<file path="src/rtl/vga_scanout.sv">
// VGA 640x480@60 scan-out: sequential frame-buffer reads, syncs/blank delayed to line up with read data.
// Optional colour-bar test pattern (input Test_Mode) when VGA_SCANOUT_TESTPAT_EN is defined.
//
// state | meaning
// IDLE  | counters held at 0, syncs high, blanked; leaves on a pixel tick with Fb_Ready
// SCAN  | raster running; back to IDLE only at end of frame with Fb_Ready low
module vga_scanout #(
  parameter int H_ACTIVE = 640,
  parameter int H_FP     = 16,
  parameter int H_SYNC   = 96,
  parameter int H_BP     = 48,
  parameter int V_ACTIVE = 480,
  parameter int V_FP     = 10,
  parameter int V_SYNC   = 2,
  parameter int V_BP     = 33,
  parameter int RD_LAT   = 2
) (
  input  logic        Clk,
  input  logic        Reset,
  input  logic        Pix_En,
  input  logic        Fb_Ready,
`ifdef VGA_SCANOUT_TESTPAT_EN
  input  logic        Test_Mode,
`endif
  output logic        Fb_Rd,
  output logic [18:0] Fb_Addr,
  input  logic [7:0]  Fb_Data,
  output logic [7:0]  VGA_R,
  output logic [7:0]  VGA_G,
  output logic [7:0]  VGA_B,
  output logic        VGA_HS,
  output logic        VGA_VS,
  output logic        VGA_Blank_N,
  output logic        Frame_Start
);

  localparam int H_TOTAL = H_ACTIVE + H_FP + H_SYNC + H_BP;
  localparam int V_TOTAL = V_ACTIVE + V_FP + V_SYNC + V_BP;
  localparam logic [9:0]  H_LAST    = 10'(H_TOTAL - 1);
  localparam logic [9:0]  V_LAST    = 10'(V_TOTAL - 1);
  localparam logic [9:0]  H_ACT     = 10'(H_ACTIVE);
  localparam logic [9:0]  V_ACT     = 10'(V_ACTIVE);
  localparam logic [9:0]  HS_BEG    = 10'(H_ACTIVE + H_FP);
  localparam logic [9:0]  HS_END    = 10'(H_ACTIVE + H_FP + H_SYNC - 1);
  localparam logic [9:0]  VS_BEG    = 10'(V_ACTIVE + V_FP);
  localparam logic [9:0]  VS_END    = 10'(V_ACTIVE + V_FP + V_SYNC - 1);
  localparam logic [18:0] ADDR_LAST = 19'(H_ACTIVE * V_ACTIVE - 1);

  typedef enum logic {IDLE, SCAN} state_t;

  state_t      state, state_nxt;
  logic [9:0]  h, v;
  logic [18:0] addr;
  logic        h_last, v_last, frame_end;
  logic        active, hs_n, vs_n;
  logic [RD_LAT-1:0] act_d, hs_d, vs_d;
  logic [7:0]  pix_r, pix_g, pix_b;

  assign h_last    = (h == H_LAST);
  assign v_last    = (v == V_LAST);
  assign frame_end = h_last && v_last;
  assign active    = (state == SCAN) && (h < H_ACT) && (v < V_ACT);
  assign hs_n      = !((h >= HS_BEG) && (h <= HS_END));
  assign vs_n      = !((v >= VS_BEG) && (v <= VS_END));

  always_ff @(posedge Clk) begin
    if (Reset) state <= IDLE;
    else       state <= state_nxt;
  end

  always_comb begin
    state_nxt = state;
    case (state)
      IDLE: if (Pix_En && Fb_Ready) state_nxt = SCAN;
      SCAN: if (Pix_En && frame_end && !Fb_Ready) state_nxt = IDLE;
      default: state_nxt = IDLE;
    endcase
  end

  // Address advances only past active pixels and saturates at the last one
  always_ff @(posedge Clk) begin
    if (Reset) begin
      h    <= '0;
      v    <= '0;
      addr <= '0;
    end else if (Pix_En) begin
      if (state != SCAN) begin
        h    <= '0;
        v    <= '0;
        addr <= '0;
      end else begin
        if (h_last) begin
          h <= '0;
          v <= v_last ? 10'd0 : v + 10'd1;
        end else begin
          h <= h + 10'd1;
        end
        if (frame_end)
          addr <= '0;
        else if (active && (addr != ADDR_LAST))
          addr <= addr + 19'd1;
      end
    end
  end

  assign Fb_Addr     = addr;
  assign Frame_Start = Pix_En && (state == SCAN) && (h == 10'd0) && (v == 10'd0);

`ifdef VGA_SCANOUT_TESTPAT_EN
  localparam int BAR_W = H_ACTIVE / 8;

  logic [2:0] bar_raw;
  logic [2:0] bar_d [RD_LAT];

  always_comb begin
    bar_raw = '0;
    for (int k = 1; k < 8; k++)
      if (h >= 10'(k * BAR_W)) bar_raw = 3'(k);
  end

  always_ff @(posedge Clk) begin
    if (Reset) begin
      for (int i = 0; i < RD_LAT; i++) bar_d[i] <= '0;
    end else if (Pix_En) begin
      bar_d[0] <= bar_raw;
      for (int i = 1; i < RD_LAT; i++) bar_d[i] <= bar_d[i-1];
    end
  end

  assign Fb_Rd = active && !Test_Mode;
`else
  assign Fb_Rd = active;
`endif

  always_comb begin
    pix_r = {Fb_Data[7:5], Fb_Data[7:5], Fb_Data[7:6]};
    pix_g = {Fb_Data[4:2], Fb_Data[4:2], Fb_Data[4:3]};
    pix_b = {4{Fb_Data[1:0]}};
`ifdef VGA_SCANOUT_TESTPAT_EN
    if (Test_Mode) begin
      pix_r = {8{bar_d[RD_LAT-1][2]}};
      pix_g = {8{bar_d[RD_LAT-1][1]}};
      pix_b = {8{bar_d[RD_LAT-1][0]}};
    end
`endif
  end

  // Sync pipelines idle high so reset never produces a spurious sync pulse
  always_ff @(posedge Clk) begin
    if (Reset) begin
      act_d       <= '0;
      hs_d        <= '1;
      vs_d        <= '1;
      VGA_Blank_N <= 1'b0;
      VGA_HS      <= 1'b1;
      VGA_VS      <= 1'b1;
      VGA_R       <= '0;
      VGA_G       <= '0;
      VGA_B       <= '0;
    end else if (Pix_En) begin
      act_d[0] <= active;
      hs_d[0]  <= hs_n;
      vs_d[0]  <= vs_n;
      for (int i = 1; i < RD_LAT; i++) begin
        act_d[i] <= act_d[i-1];
        hs_d[i]  <= hs_d[i-1];
        vs_d[i]  <= vs_d[i-1];
      end
      VGA_Blank_N <= act_d[RD_LAT-1];
      VGA_HS      <= hs_d[RD_LAT-1];
      VGA_VS      <= vs_d[RD_LAT-1];
      VGA_R       <= act_d[RD_LAT-1] ? pix_r : 8'd0;
      VGA_G       <= act_d[RD_LAT-1] ? pix_g : 8'd0;
      VGA_B       <= act_d[RD_LAT-1] ? pix_b : 8'd0;
    end
  end

endmodule

</file>
<file path="config.mk">
export PLATFORM = sky130hd
export DESIGN_NAME = vga_scanout
export DESIGN_NICKNAME = d
export VERILOG_FILES = /design/src/rtl/vga_scanout.sv
export SDC_FILE = /design/constraint.sdc
export NUM_CORES = 1
export LEC_CHECK = 0
export CORE_AREA = 3 3 87 89
export CTS_CLUSTER_DIAMETER = 30
export DETAILED_ROUTE_END_ITERATION = 10
export DIE_AREA = 0 0 90 92
export GPL_ROUTABILITY_DRIVEN = 0
export PLACE_DENSITY_LB_ADDON = 0.05
export SYNTH_ARGS = -nofsm -noshare
export SYNTH_HDL_FRONTEND = slang
export SYNTH_SLANG_ARGS = --single-unit
</file>
<file path="constraint.sdc">
create_clock -name Clk -period 4.8 [get_ports Clk]
set_input_delay 0.96 -clock Clk [delete_from_list [all_inputs] [get_ports Clk]]
set_output_delay 0.96 -clock Clk [all_outputs]
set_load 0.01 [all_outputs]
</file>
## Word-level counts from Yosys, hierarchy flattened

Cells that the tools add are included.

| operators by class | value |
|---|---|
| equal/unequal tests | 5 |
| multipliers | 0 |
| div/mod/pow operators | 0 |
| add/subtract/negate cells | 3 |
| mux-type cells | 14 |
| $lt $le $gt $ge | 6 |
| shift operators | 0 |
| bitwise operators | 1 |
| reductions and logical operators | 19 |

Operators by type and width:

| operator | number |
|---|---|
| 19-bit two-way mux | 3 |
| 10-bit two-way mux | 5 |
| 8-bit two-way mux | 3 |
| 10-bit by 1-bit adder with 10-bit output (second input constant) | 2 |
| 10-bit == test (second input constant) | 2 |
| 10-bit logical NOT | 2 |
| 19-bit by 1-bit adder with 19-bit output (second input constant) | 1 |
| 19-bit != test (second input constant) | 1 |
| 1-bit logical AND | 12 |
| 10-bit greater-or-equal comparator (second input constant) | 1 |
| 10-bit by 9-bit greater-or-equal comparator with 1-bit output (second input constant) | 1 |
| 10-bit <= comparator (second input constant) | 1 |
| 10-bit by 9-bit <= comparator with 1-bit output (second input constant) | 1 |
| 10-bit less-than comparator (second input constant) | 1 |
| 10-bit by 9-bit less-than comparator with 1-bit output (second input constant) | 1 |
| 2-bit AND reduction | 2 |
| 1-bit logical NOT | 3 |
| 3-bit by 1-bit != test with 1-bit output (second input constant) | 1 |
| 1-bit two-way mux | 2 |
| 2-bit by 1-bit != test with 1-bit output (second input constant) | 1 |
| 1-bit one-hot mux with 2 select lines | 1 |
| 1-bit inverter | 1 |

| storage, ports and cells | value |
|---|---|
| bits in writable memories | 0 |
| output and inout port bits | 48 |
| word-level logic and storage cells | 61 |
| bits in read-only memories | 0 |
| bits in latches | 0 |
| register bits | 73 |
| memories | 0 |

## Depth between registers and ports, before layout

| depth | value |
|---|---|
| depth after elaboration | 7 |
| gate-level depth with buffers | 8 |
| gate-level depth less buffers | 7 |

## Worst setup path after synthesis

Ideal clock, no wire load.

| path | value |
|---|---|
| path type | input port to output port |
| start | input port Pix_En |
| end | output port Frame_Start |
| data required time | 3840 ps |
| data arrival time | 1964 ps |
| cell stages on the path | 4 |
| path slack | 1876 ps |
| cells stage by stage | clkinv_1 nor4_1 nand4_1 nor4_1 |

| on the way | value |
|---|---|
| longest elaborated chain between the ends | 3 |

RTL lines:

| what | line | text |
|---|---|---|
| start: declaration | 20 | `input logic Pix_En,` |
| 1-bit logical AND (3 in a row) | 107 | `assign Frame_Start = Pix_En && (state == SCAN) && (h == 10'd0) && (v == 10'd0);` |
| end: declaration | 34 | `output logic Frame_Start` |

Every way passes these cells.

## Final worst setup path

Ends and elaborated chain as after synthesis.

==> results.cfg <==
[outcome]
status = complete, no violations

[final_layout]
fin_util = 0.5557
syn2layout_area_growth_pct = 24.96
multi_input_area_um2 = 1654
drive_gt1_frac = 0.06733
regArea_um2 = 1141
diodes = 0
fin_nets = 413
fillers = 662

[synth]
async_flop_share = 0
ys.flop_type = dfxtp_1
syn_inst = 358
seq_area_frac_synth = 0.3756
syn_nets = 375
synth.distinct_cells = 59
yosys-top-cells-area = dfxtp_1, nor2_1, buf_4
syn_avg_cell_area_um2 = 8.486
synth_top_cell_area_share = 0.3756
synthTopCellsByCount = dfxtp_1, nor2_1, nand2_1
yosys_warnings = 0
synth_most_common_cell = dfxtp_1
synth_top_cell_by_area = dfxtp_1
synth-edff-count = 0
syn-cell-area_um2 = 3038
ys_seq_elements = 57

[detailed_routing]
routed-via-count = 2788
drtIter0Drc = 189
ant_nets = 0
wl_mm = 7.521
drc = 0
via_per_inst = 5.610
wl_per_cell_um = 15.13
drtPass1Iterations = 4

[worst_setup_path]
r2r-start = Fb_Addr[1]
cp-start-kind = input port
cp_max_fo = 2
cp.required_ps = 3840
worst-endpoint-arrival_ps = 2920
r2r_cells = 5
crit_path_end_kind = primary output
critPathKind = input port to primary output
r2r_slack_ps = 2270
rr_endpoint = Fb_Addr[13]

[clock_network]
clkTransAtPathRegs_ps = 60
cts-resized-gates = 0
root_buffer = clkbuf_8
post-cts-setup-buffers = 0
numCtsBuffers = 9
htreeDepth = 3
cts_hold_buf = 0
clockBufferDepth = 2
cts_tree = done
cts_sinks = 57
insertion_delay_ps = 340

[die]
ios = 60
core-area_um2 = 6832
die_width_um = 90
die_h_um = 92
start_util = 0.4447
rows = 30
die_area_um2 = 8280

[timing]
min_period_over_period = 0.8073
fin_ws_ps = 924.8
fin_skew_ps = 8.245
fin_tns_setup_ps = 0
slew_viol_final = 0
setup_viol = 0
whs_ps = 469.5
tightestPinTransition_ps = 703.3
clock.fmax_mhz = 258.0
period_minus_slack_ps = 3875
maxSlewHeadroom = 0.5295
hold_viol = 0
rsz0062_at_grt = no

[global_route]
grt_antenna_before_repair = 0
grt_pass1_wl_mm = 12.69
grt_overflow_total = 0
grt_use_total = 0.1855
grt_max_degree = 40
grt_pass1_vias = 2563

[pwr]
internal-power_w = 0.0008289
p_comb_frac = 0.068
pwr-share-seq = 0.453
p_sw_w = 0.0002361
power_density_nw_per_um2 = 280.5
peakVddDrop_v = 0.0001226
p_leak_nw = 1.283
p_clk_frac = 0.479
switching_share = 0.2217

[flow_run]
maxCapViolCount = 0

[placement]
port_buffers = 59
hpwlAfterDp_mm = 5.039
pre_cts_ws_ps = 889.0

[min_path]
hp-start = VGA_VS
hold_path.class = flip-flop to flip-flop
hold_path_end = VGA_VS
hold_depth = 1
-- cell families after synthesis --
logic type,synth area share
flops,0.3756
mux,0.01977
xor+xnor,0.04325
compound gates,0.1878
buf+inv,0.07990
fa+ha+maj,0.02059
simple gates,0.2731
-- flip-flops by register name, indices dropped and copies added (netlist names) --
name and count:
VGA_R 3, h 10, Fb_Addr 19, v 10, state 1, vs_d 2
VGA_HS 1, VGA_VS 1, VGA_Blank_N 1, hs_d 2, act_d 2, VGA_B 2
VGA_G 3
-- through the flow --
step | std cells | area [µm²] | power [W]
after floorplan | 358 | 3038 | 0.0005356
after detailed placement | 481 | 3573 | 0.0005652
after CTS | 497 | 3796 | 0.001077
after global placement | 481 | 3573 | 0.0005646
after global routing | 497 | 3796 | 0.001106
final | 497 | 3796 | 0.001065
-- power by group through the flow --
stage               sequential, W  clock (W)  combinational, W
finish                   0.000482   0.000510         0.0000726
global route             0.000482   0.000543         0.0000800
CTS                      0.000482   0.000522         0.0000730
detailed placement       0.000493          0         0.0000726
global placement         0.000493          0         0.0000720
floorplan                0.000492          0         0.0000434
-- worst max-delay path, cell delays in order --
cell and delay, ps:
clkdlybuf4s50_1 490, clkinv_1 100, nor4_1 290, nand4_1 140, nor4_1 340, clkdlybuf4s50_1 600
-- metal layers --
| metal | share of wire | up-vias | global-route usage |
|---|---|---|---|
| met2 | 0.44 | 81 | 0.2769 |
| met1 | 0.49 | 1318 | 0.2618 |
| met4 | 0.016 | 0 | 0.08291 |
| li1 | - | 1378 | - |
| met3 | 0.049 | 11 | 0.03117 |
| met5 | 0 | - | 0 |
-- how the worst max path moves through the flow --
| stage | startpoint | endpoint | slack (ps) |
|---|---|---|---|
| after detailed placement | Pix_En | Frame_Start | 890 |
| after floorplan | Pix_En | Frame_Start | 1880 |
| final | Pix_En | Frame_Start | 920 |
| after global placement | Pix_En | Frame_Start | 910 |
| after global routing | Pix_En | Frame_Start | 830 |
| after CTS | Pix_En | Frame_Start | 890 |
-- cell type report --
type,instances,share of cell area
Multi-Input combinational cell,255,0.4357
Inverter,10,0.009888
Clock buffer,14,0.04285
Timing Repair Buffer,63,0.1635
Clock inverter,2,0.01582
Sequential cell,57,0.3006
Tap cell,96,0.03164
-- layout by cell type (no fill, tap or decap), types with 4 or more instances in the layout --
master | netlist | layout
a211o_1 | 4 | 4
a21oi_1 | 13 | 13
a22oi_1 | 10 | 10
a311oi_1 | 7 | 7
a31oi_1 | 6 | 6
and2_1 | 6 | 6
and3_1 | 10 | 10
and4_1 | 6 | 6
buf_4 | 17 | 4
clkbuf_8 | 0 | 11
clkdlybuf4s50_1 | 0 | 59
dfxtp_1 | 57 | 57
ha_1 | 5 | 5
inv_1 | 9 | 9
mux2i_1 | 6 | 6
nand2_1 | 30 | 30
nand2b_1 | 6 | 6
nand3_1 | 14 | 14
nand4_1 | 14 | 14
nor2_1 | 37 | 37
nor3_1 | 4 | 4
nor4_1 | 6 | 6
o21ai_0 | 10 | 10
xor2_1 | 13 | 13
No activity file was read; power rests on OpenSTA's default activity.
